## config.mk

```make
export PLATFORM = sky130hd
export DESIGN_NAME = div_unit
export DESIGN_NICKNAME = d
export VERILOG_FILES = /design/src/rtl/div_unit.sv
export SDC_FILE = /design/constraint.sdc
export NUM_CORES = 1
export LEC_CHECK = 0
export CORE_MARGIN = 8
export CORE_UTILIZATION = 65
export CTS_BUF_LIST = sky130_fd_sc_hd__clkbuf_4 sky130_fd_sc_hd__clkbuf_8
export CTS_CLUSTER_DIAMETER = 40
export CTS_CLUSTER_SIZE = 12
export DETAILED_ROUTE_END_ITERATION = 16
export DONT_BUFFER_PORTS = 1
export PLACE_DENSITY = 0.81
export SKIP_CTS_REPAIR_TIMING = 1
export SYNTH_ARGS = -nofsm -noshare
export SYNTH_HDL_FRONTEND = slang
export SYNTH_SLANG_ARGS = --single-unit
```

## constraint.sdc

```tcl
create_clock -name clk -period 8.9 [get_ports clk]
set_clock_uncertainty 0.1 [all_clocks]
set_input_delay 1.335 -clock clk [delete_from_list [all_inputs] [get_ports clk]]
set_output_delay 1.335 -clock clk [all_outputs]
set_load 0.05 [all_outputs]
```

## src/rtl/div_unit.sv

```systemverilog
// Multi-cycle restoring divider (DIV/DIVU) for the execute stage; raises stall_div while busy.
// Optional DIV_ZERO_FAST_EN: a zero divisor skips the iteration and finishes in one cycle.
module div_unit #(
  parameter int unsigned WIDTH = 32
) (
  input  logic               clk,
  input  logic               rst_n,
  input  logic               start,
  input  logic               signed_div,
  input  logic [WIDTH-1:0]   dividend,
  input  logic [WIDTH-1:0]   divisor,
  input  logic               annul,
  output logic               stall_div,
  output logic               done,
  output logic [2*WIDTH-1:0] result
);

  localparam int unsigned CntW = $clog2(WIDTH);

  typedef enum logic [1:0] {StIdle, StBusy, StDone} state_e;

  state_e             state_q, state_d;
  logic [CntW-1:0]    cnt_q, cnt_d;
  logic [WIDTH-1:0]   rem_q, rem_d;
  logic [WIDTH-1:0]   quo_q, quo_d;
  logic [WIDTH-1:0]   dvsr_q, dvsr_d;
  logic               qsign_q, qsign_d;
  logic               rsign_q, rsign_d;
  logic               dz_q, dz_d;
  logic               done_q, done_d;
  logic [2*WIDTH-1:0] result_q, result_d;

  logic               a_neg, b_neg;
  logic [WIDTH-1:0]   abs_a, abs_b;
  logic [WIDTH:0]     shift, trial;
  logic [WIDTH-1:0]   rem_step, quo_step, rem_fix, quo_fix;

  always_comb begin
    a_neg = signed_div & dividend[WIDTH-1];
    b_neg = signed_div & divisor[WIDTH-1];
    abs_a = a_neg ? -dividend : dividend;
    abs_b = b_neg ? -divisor : divisor;

    // One restoring step: shift in the next dividend bit, keep the difference if it fits.
    shift    = {rem_q, quo_q[WIDTH-1]};
    trial    = shift - {1'b0, dvsr_q};
    rem_step = trial[WIDTH] ? shift[WIDTH-1:0] : trial[WIDTH-1:0];
    quo_step = {quo_q[WIDTH-2:0], ~trial[WIDTH]};

    // With a zero divisor the remainder ends as |dividend|, so its sign fix restores the raw value.
    rem_fix = rsign_q ? -rem_step : rem_step;
    quo_fix = dz_q ? {WIDTH{1'b1}} : (qsign_q ? -quo_step : quo_step);
  end

  always_comb begin
    state_d  = state_q;
    cnt_d    = cnt_q;
    rem_d    = rem_q;
    quo_d    = quo_q;
    dvsr_d   = dvsr_q;
    qsign_d  = qsign_q;
    rsign_d  = rsign_q;
    dz_d     = dz_q;
    done_d   = 1'b0;
    result_d = result_q;

    unique case (state_q)
      StIdle: begin
        if (start && !annul) begin
          dvsr_d  = abs_b;
          quo_d   = abs_a;
          rem_d   = '0;
          cnt_d   = '0;
          qsign_d = a_neg ^ b_neg;
          rsign_d = a_neg;
          dz_d    = (divisor == '0);
`ifdef DIV_ZERO_FAST_EN
          if (divisor == '0) begin
            state_d  = StDone;
            done_d   = 1'b1;
            result_d = {dividend, {WIDTH{1'b1}}};
          end else begin
            state_d = StBusy;
          end
`else
          state_d = StBusy;
`endif
        end
      end
      StBusy: begin
        rem_d = rem_step;
        quo_d = quo_step;
        cnt_d = cnt_q + CntW'(1);
        if (cnt_q == CntW'(WIDTH - 1)) begin
          state_d  = StDone;
          done_d   = 1'b1;
          result_d = {rem_fix, quo_fix};
        end
      end
      StDone: state_d = StIdle;
      default: state_d = StIdle;
    endcase

    if (annul) begin
      state_d  = StIdle;
      done_d   = 1'b0;
      result_d = result_q;
    end
  end

  always_ff @(posedge clk or negedge rst_n) begin
    if (!rst_n) begin
      state_q  <= StIdle;
      cnt_q    <= '0;
      rem_q    <= '0;
      quo_q    <= '0;
      dvsr_q   <= '0;
      qsign_q  <= 1'b0;
      rsign_q  <= 1'b0;
      dz_q     <= 1'b0;
      done_q   <= 1'b0;
      result_q <= '0;
    end else begin
      state_q  <= state_d;
      cnt_q    <= cnt_d;
      rem_q    <= rem_d;
      quo_q    <= quo_d;
      dvsr_q   <= dvsr_d;
      qsign_q  <= qsign_d;
      rsign_q  <= rsign_d;
      dz_q     <= dz_d;
      done_q   <= done_d;
      result_q <= result_d;
    end
  end

  assign stall_div = start & ~annul & (state_q != StDone);
  assign done      = done_q;
  assign result    = result_q;

endmodule

```

Word-level counts from Yosys, hierarchy flattened
Index checks and enable logic that the tools add are counted.
Widths: inputs -> output; s select.
{ "totals": {"regBits": 171, "inputBits": 69, "wordCells": 57} }
{ "classes": {"add_sub_neg": 6, "eq_ne": 6, "muxes": 19, "bitwise": 7, "n_reduce_logical": 9} }
{ "ops": {"columns": ["cell", "count"], "rows": [
  ["$mux 32", 8],
  ["$neg 32->32", 4],
  ["$pmux 32 s2", 2],
  ["$sub 33x32->33", 1],
  ["$logic_not 32->1", 1],
  ["$pmux 5 s2", 1],
  ["$mux 2", 3],
  ["$ne 3x3->1 const B", 2],
  ["$reduce_and 2->1", 3],
  ["$add 5x1->5 const B", 1],
  ["$eq 5x5->1 const B", 1],
  ["$mux 5", 1],
  ["$and 1x1->1", 4],
  ["$ne 2x2->1 const B", 2],
  ["$pmux 2 s2", 1],
  ["$mux 1", 3],
  ["$reduce_and 3->1", 1],
  ["$eq 2x1->1 const B", 1],
  ["$logic_not 2->1", 1],
  ["$not 1->1", 2],
  ["$reduce_bool 2->1", 1],
  ["$logic_and 1x1->1", 1],
  ["$logic_not 1->1", 1],
  ["$xor 1x1->1", 1]
]} }

Depth between registers and ports, before layout
{ "logic_depth": {"ltp_word": 5, "mapped_depth": 21} }

Worst setup path after synthesis
No wires, ideal clock.
{ "synth_path": {"path_type": "register to register", "start": "register quo_q[31]", "end": "register result_q[30] (netlist: result[30])", "setup_time_ps": 139, "t_arrival_ps": 4253, "required_time_ps": 8661, "setup_slack_ps": 4408, "path_stages_with_launch": 20, "n_path_buf": 2, "synth_period_minus_slack_ps": 4492, "path_cell_list": "dfrtp_1 inv_1 ha_1 fa_1 nor2b_4 o31a_4 o211ai_4 a2111oi_4 o21a_2 nor2_2 buf_4 inv_1 clkbuf_1 ha_1 nand3_1 or2_2 or3_1 o41ai_1 xor2_1 a21oi_1"} }
{ "synth_between": {"elab_chain_len": 5} }
{ "synth_lines": {"columns": ["element", "line", "rtl"], "rows": [
  ["start: declaration", "25", "logic [WIDTH-1:0] quo_q, quo_d;"],
  ["start signal: assignment", "127", "quo_q <= quo_d;"],
  ["$sub 33x32->33", "46", "trial = shift - {1'b0, dvsr_q};"],
  ["$not 1->1", "48", "quo_step = {quo_q[WIDTH-2:0], ~trial[WIDTH]};"],
  ["$neg 32->32", "52", "quo_fix = dz_q ? {WIDTH{1'b1}} : (qsign_q ? -quo_step : quo_step);"],
  ["$mux 32 (2 in a row)", "52", null],
  ["end signal: assignment", "133", "result_q <= result_d;"],
  ["end: declaration", "31", "logic [2*WIDTH-1:0] result_q, result_d;"]
]} }
No other way between the ends.
A chain may end at the register's enable or synchronous reset.

Worst setup path in the final report
{ "layout_path": {"start": "register rem_q[7]", "end": "register result_q[30] (netlist: result[30])"} }
{ "layout_between": {"elab_chain_len": 5} }
{ "layout_lines": {"columns": ["element", "line", "rtl"], "rows": [
  ["start: declaration", "24", "logic [WIDTH-1:0] rem_q, rem_d;"],
  ["start signal: assignment", "126", "rem_q <= rem_d;"],
  ["$sub 33x32->33", "46", null],
  ["$not 1->1", "48", null],
  ["$neg 32->32", "52", null],
  ["$mux 32 (2 in a row)", "52", null]
]} }
No other way between the ends.

==> results.json <==
{
  "drv_slew": 0,
  "numCtsBuffers": 17,
  "htree_levels": 4,
  "critPathRequiredTime_ns": 9.13,
  "grt.total_usage": 0.2854,
  "port_buffers": 0,
  "max_slew_margin": 0.1850,
  "diodes": 0,
  "syn_avg_cell_area_um2": 8.257,
  "die_h_um": 153.1,
  "p_leak_nw": 5.313,
  "peakVddDrop_v": 0.0002543,
  "status": "finished, final reports clean",
  "area_growth_pct": 3.512,
  "clk_latency_ns": 0.48,
  "wl_um": 33820,
  "worst-path-max-fanout": 32,
  "multiInputGateArea_mm2": 0.007383,
  "synth-edff-count": 0,
  "startpoint_type": "flip-flop",
  "grt_pass1_wl_um": 54730,
  "vias": 11196,
  "final_nets": 1532,
  "ys_ff_latch": 171,
  "synthCells": 1480,
  "async_reset_ff_frac": 1.000,
  "finalSetupViolations": 0,
  "grt_setup_unrepaired": "no",
  "grt_overflow": 0,
  "antenna_found_initial": 0,
  "cp-end-kind": "flip-flop",
  "cts_root_buf": "clkbuf_8",
  "drive_above_1_share": 0.06054,
  "setup_tns_ns": 0,
  "ff_latch_area_mm2": 0.004279,
  "io_pins": 135,
  "yosysWarnings": 0,
  "grt_pass1_vias": 10214,
  "wl_per_cell_um": 20.24,
  "first_iter_violations": 1194,
  "hold_path.class": "flip-flop to flip-flop",
  "clkTransAtPathRegs_ns": 0.10,
  "core_mm2": 0.01858,
  "remaining_drc_errors": 0,
  "crit_arrival_ns": 5.27,
  "ant_nets": 0,
  "period_needed_ns": 5.043,
  "hold_violations": 0,
  "syn_area_mm2": 0.01222,
  "place_ws_ns": 3.975,
  "fin_crit_sh": 0.5667,
  "die_area_mm2": 0.02344,
  "layout_setup_ws_ns": 3.857,
  "die_w_um": 153.1,
  "cts_tree": "yes",
  "avgViaCountPerCell": 6.700,
  "post_synth_num_cell_types": 87,
  "rows": 50,
  "first_pass_iters": 6,
  "place_congestion": 0.9472,
  "powerDensity_mw_per_mm2": 351.2,
  "dp_hpwl_um": 25050,
  "worst_hold_slack_ns": 0.3873,
  "syn-num-nets": 1588,
  "maxCapViolations": 0,
  "grt_max_degree": 172,
  "tightest_slew_ns": 1.221,
  "clock-sinks": 171,
  "initial_utilization": 0.6577,
  "synthFlopType": "dfrtp_1",
  "ys_seq_area_frac": 0.3502,
  "clock.fmax_mhz": 198.3,
  "fillers": 1608,
  "crit_type": "flip-flop to flip-flop",
  "clock_path_buffers": 2
}
-- power breakdown --
part | internal (mW) | total, mW | switching, mW
Combinational | 0.968 | 2.68 | 1.71
Sequential | 0.920 | 1.17 | 0.253
Clock | 0.268 | 0.590 | 0.322
-- state kept, by name, indices dropped and copies added, names as in the netlist --
name and count:
result 64, dvsr_q 32, quo_q 32, rem_q 32, cnt_q 5, state_q 2, done 1, dz_q 1
qsign_q 1, rsign_q 1
-- cells in the final DEF (no fill, tap or decap), types with 7 or more instances in the layout --
cell type  instances
clkbuf_8          18
dfrtp_1          171
a31oi_1           10
nor2_1           106
a21oi_2            7
or3_1             28
o21ai_0          186
buf_4             10
o21a_1             9
o21ai_1           12
xor2_1            68
mux2i_1           19
xnor2_1           56
nand3_1           63
o31ai_1           22
ha_1              38
nor4_1            15
o41ai_1           16
a21o_1            14
nand2_1          154
nor3_1            26
nand2b_1           8
o311ai_0           7
inv_1             55
a22oi_1           34
o211ai_1          10
a211oi_1           9
and2_1            18
nand4_1           18
or4_1             12
a21oi_1          103
-- cell usage after synthesis (all sizes together) (16+ instances only) --
library cell	count	share of area
o41ai	16	0.011
clkbuf	61	0.019
dfrtp	171	0.35
inv	55	0.017
buf	24	0.013
mux2i	19	0.016
nand4	18	0.0092
nand2	154	0.047
and2	19	0.0099
xnor2	56	0.040
xor2	68	0.049
ha	38	0.039
nor4	16	0.0087
a21oi	110	0.047
o21ai	198	0.081
or3	28	0.014
nor2	109	0.034
o31ai	23	0.015
a22oi	35	0.022
nand3	63	0.026
nor3	28	0.012
-- metal layers --
layer | global-route usage | up-vias | share of wire
met2 | 0.3974 | 591 | 0.41
met3 | 0.07161 | 47 | 0.11
met5 | 0 | - | 0
met1 | 0.4336 | 5269 | 0.46
li1 | - | 5289 | -
met4 | 0.06268 | 0 | 0.012
-- kinds of logic after synthesis --
family                   Yosys count  share of synthesized area
AO/OA/AOI/OAI                    499                     0.2612
AND/OR/NAND/NOR                  483                     0.1905
flip-flops                       171                     0.3502
buffers and inverters            140                    0.04853
XOR/XNOR                         124                    0.08887
adder cells (fa/ha/maj)           39                    0.04055
multiplexers                      24                    0.02017
-- final timing paths --
check | startpoint | endpoint | slack, ns | cells after the start
max | rem_q[7] | result[30] | 3.86 | 16
min | dvsr_q[19] | dvsr_q[19] | 0.39 | 2
max reg2reg | rem_q[7] | result[30] | 3.86 | 16
min reg2reg | dvsr_q[19] | dvsr_q[19] | 0.39 | 2
max in group asynchronous | rst_n | dvsr_q[14] | 7.95 | 0
min in group asynchronous | rst_n | rem_q[8] | 0.44 | 0
-- through the flow --
step           total power [mW]  utilization  std cells  instance area, um2
3_5_place_dp              3.760       0.6586       1639               12240
6_report                  4.442       0.6808       1671               12650
5_1_grt                   4.724       0.6808       1671               12650
2_1_floorplan             3.140            -       1480               12220
4_1_cts                   4.357       0.6808       1671               12650
3_3_place_gp              3.731       0.6586       1639               12240
-- worst max-delay path: stages (launching register included) --
cell and delay [ns]:
dfrtp_1 0.46, ha_1 0.55, nand4_1 0.26, nor3_2 0.24, o211ai_4 0.14, a2111oi_4 0.42
o21a_2 0.44, nor2_4 0.07, inv_1 0.06, buf_4 0.31, ha_1 0.29, nand3_1 0.19
or2_2 0.41, or3_1 0.38, o41ai_1 0.33, xor2_1 0.18, a21oi_1 0.07
-- layout make-up --
| cell class | instances | share of cell area |
|---|---|---|
| flip-flops and latches | 171 | 0.3383 |
| repair buffers | 10 | 0.005935 |
| well taps | 234 | 0.02315 |
| clock buffers | 19 | 0.02018 |
| multi-input cells | 1169 | 0.5837 |
| clock inverters | 13 | 0.01246 |
| inverters | 55 | 0.01632 |
Note: power is estimated with default switching activity, not from simulation.
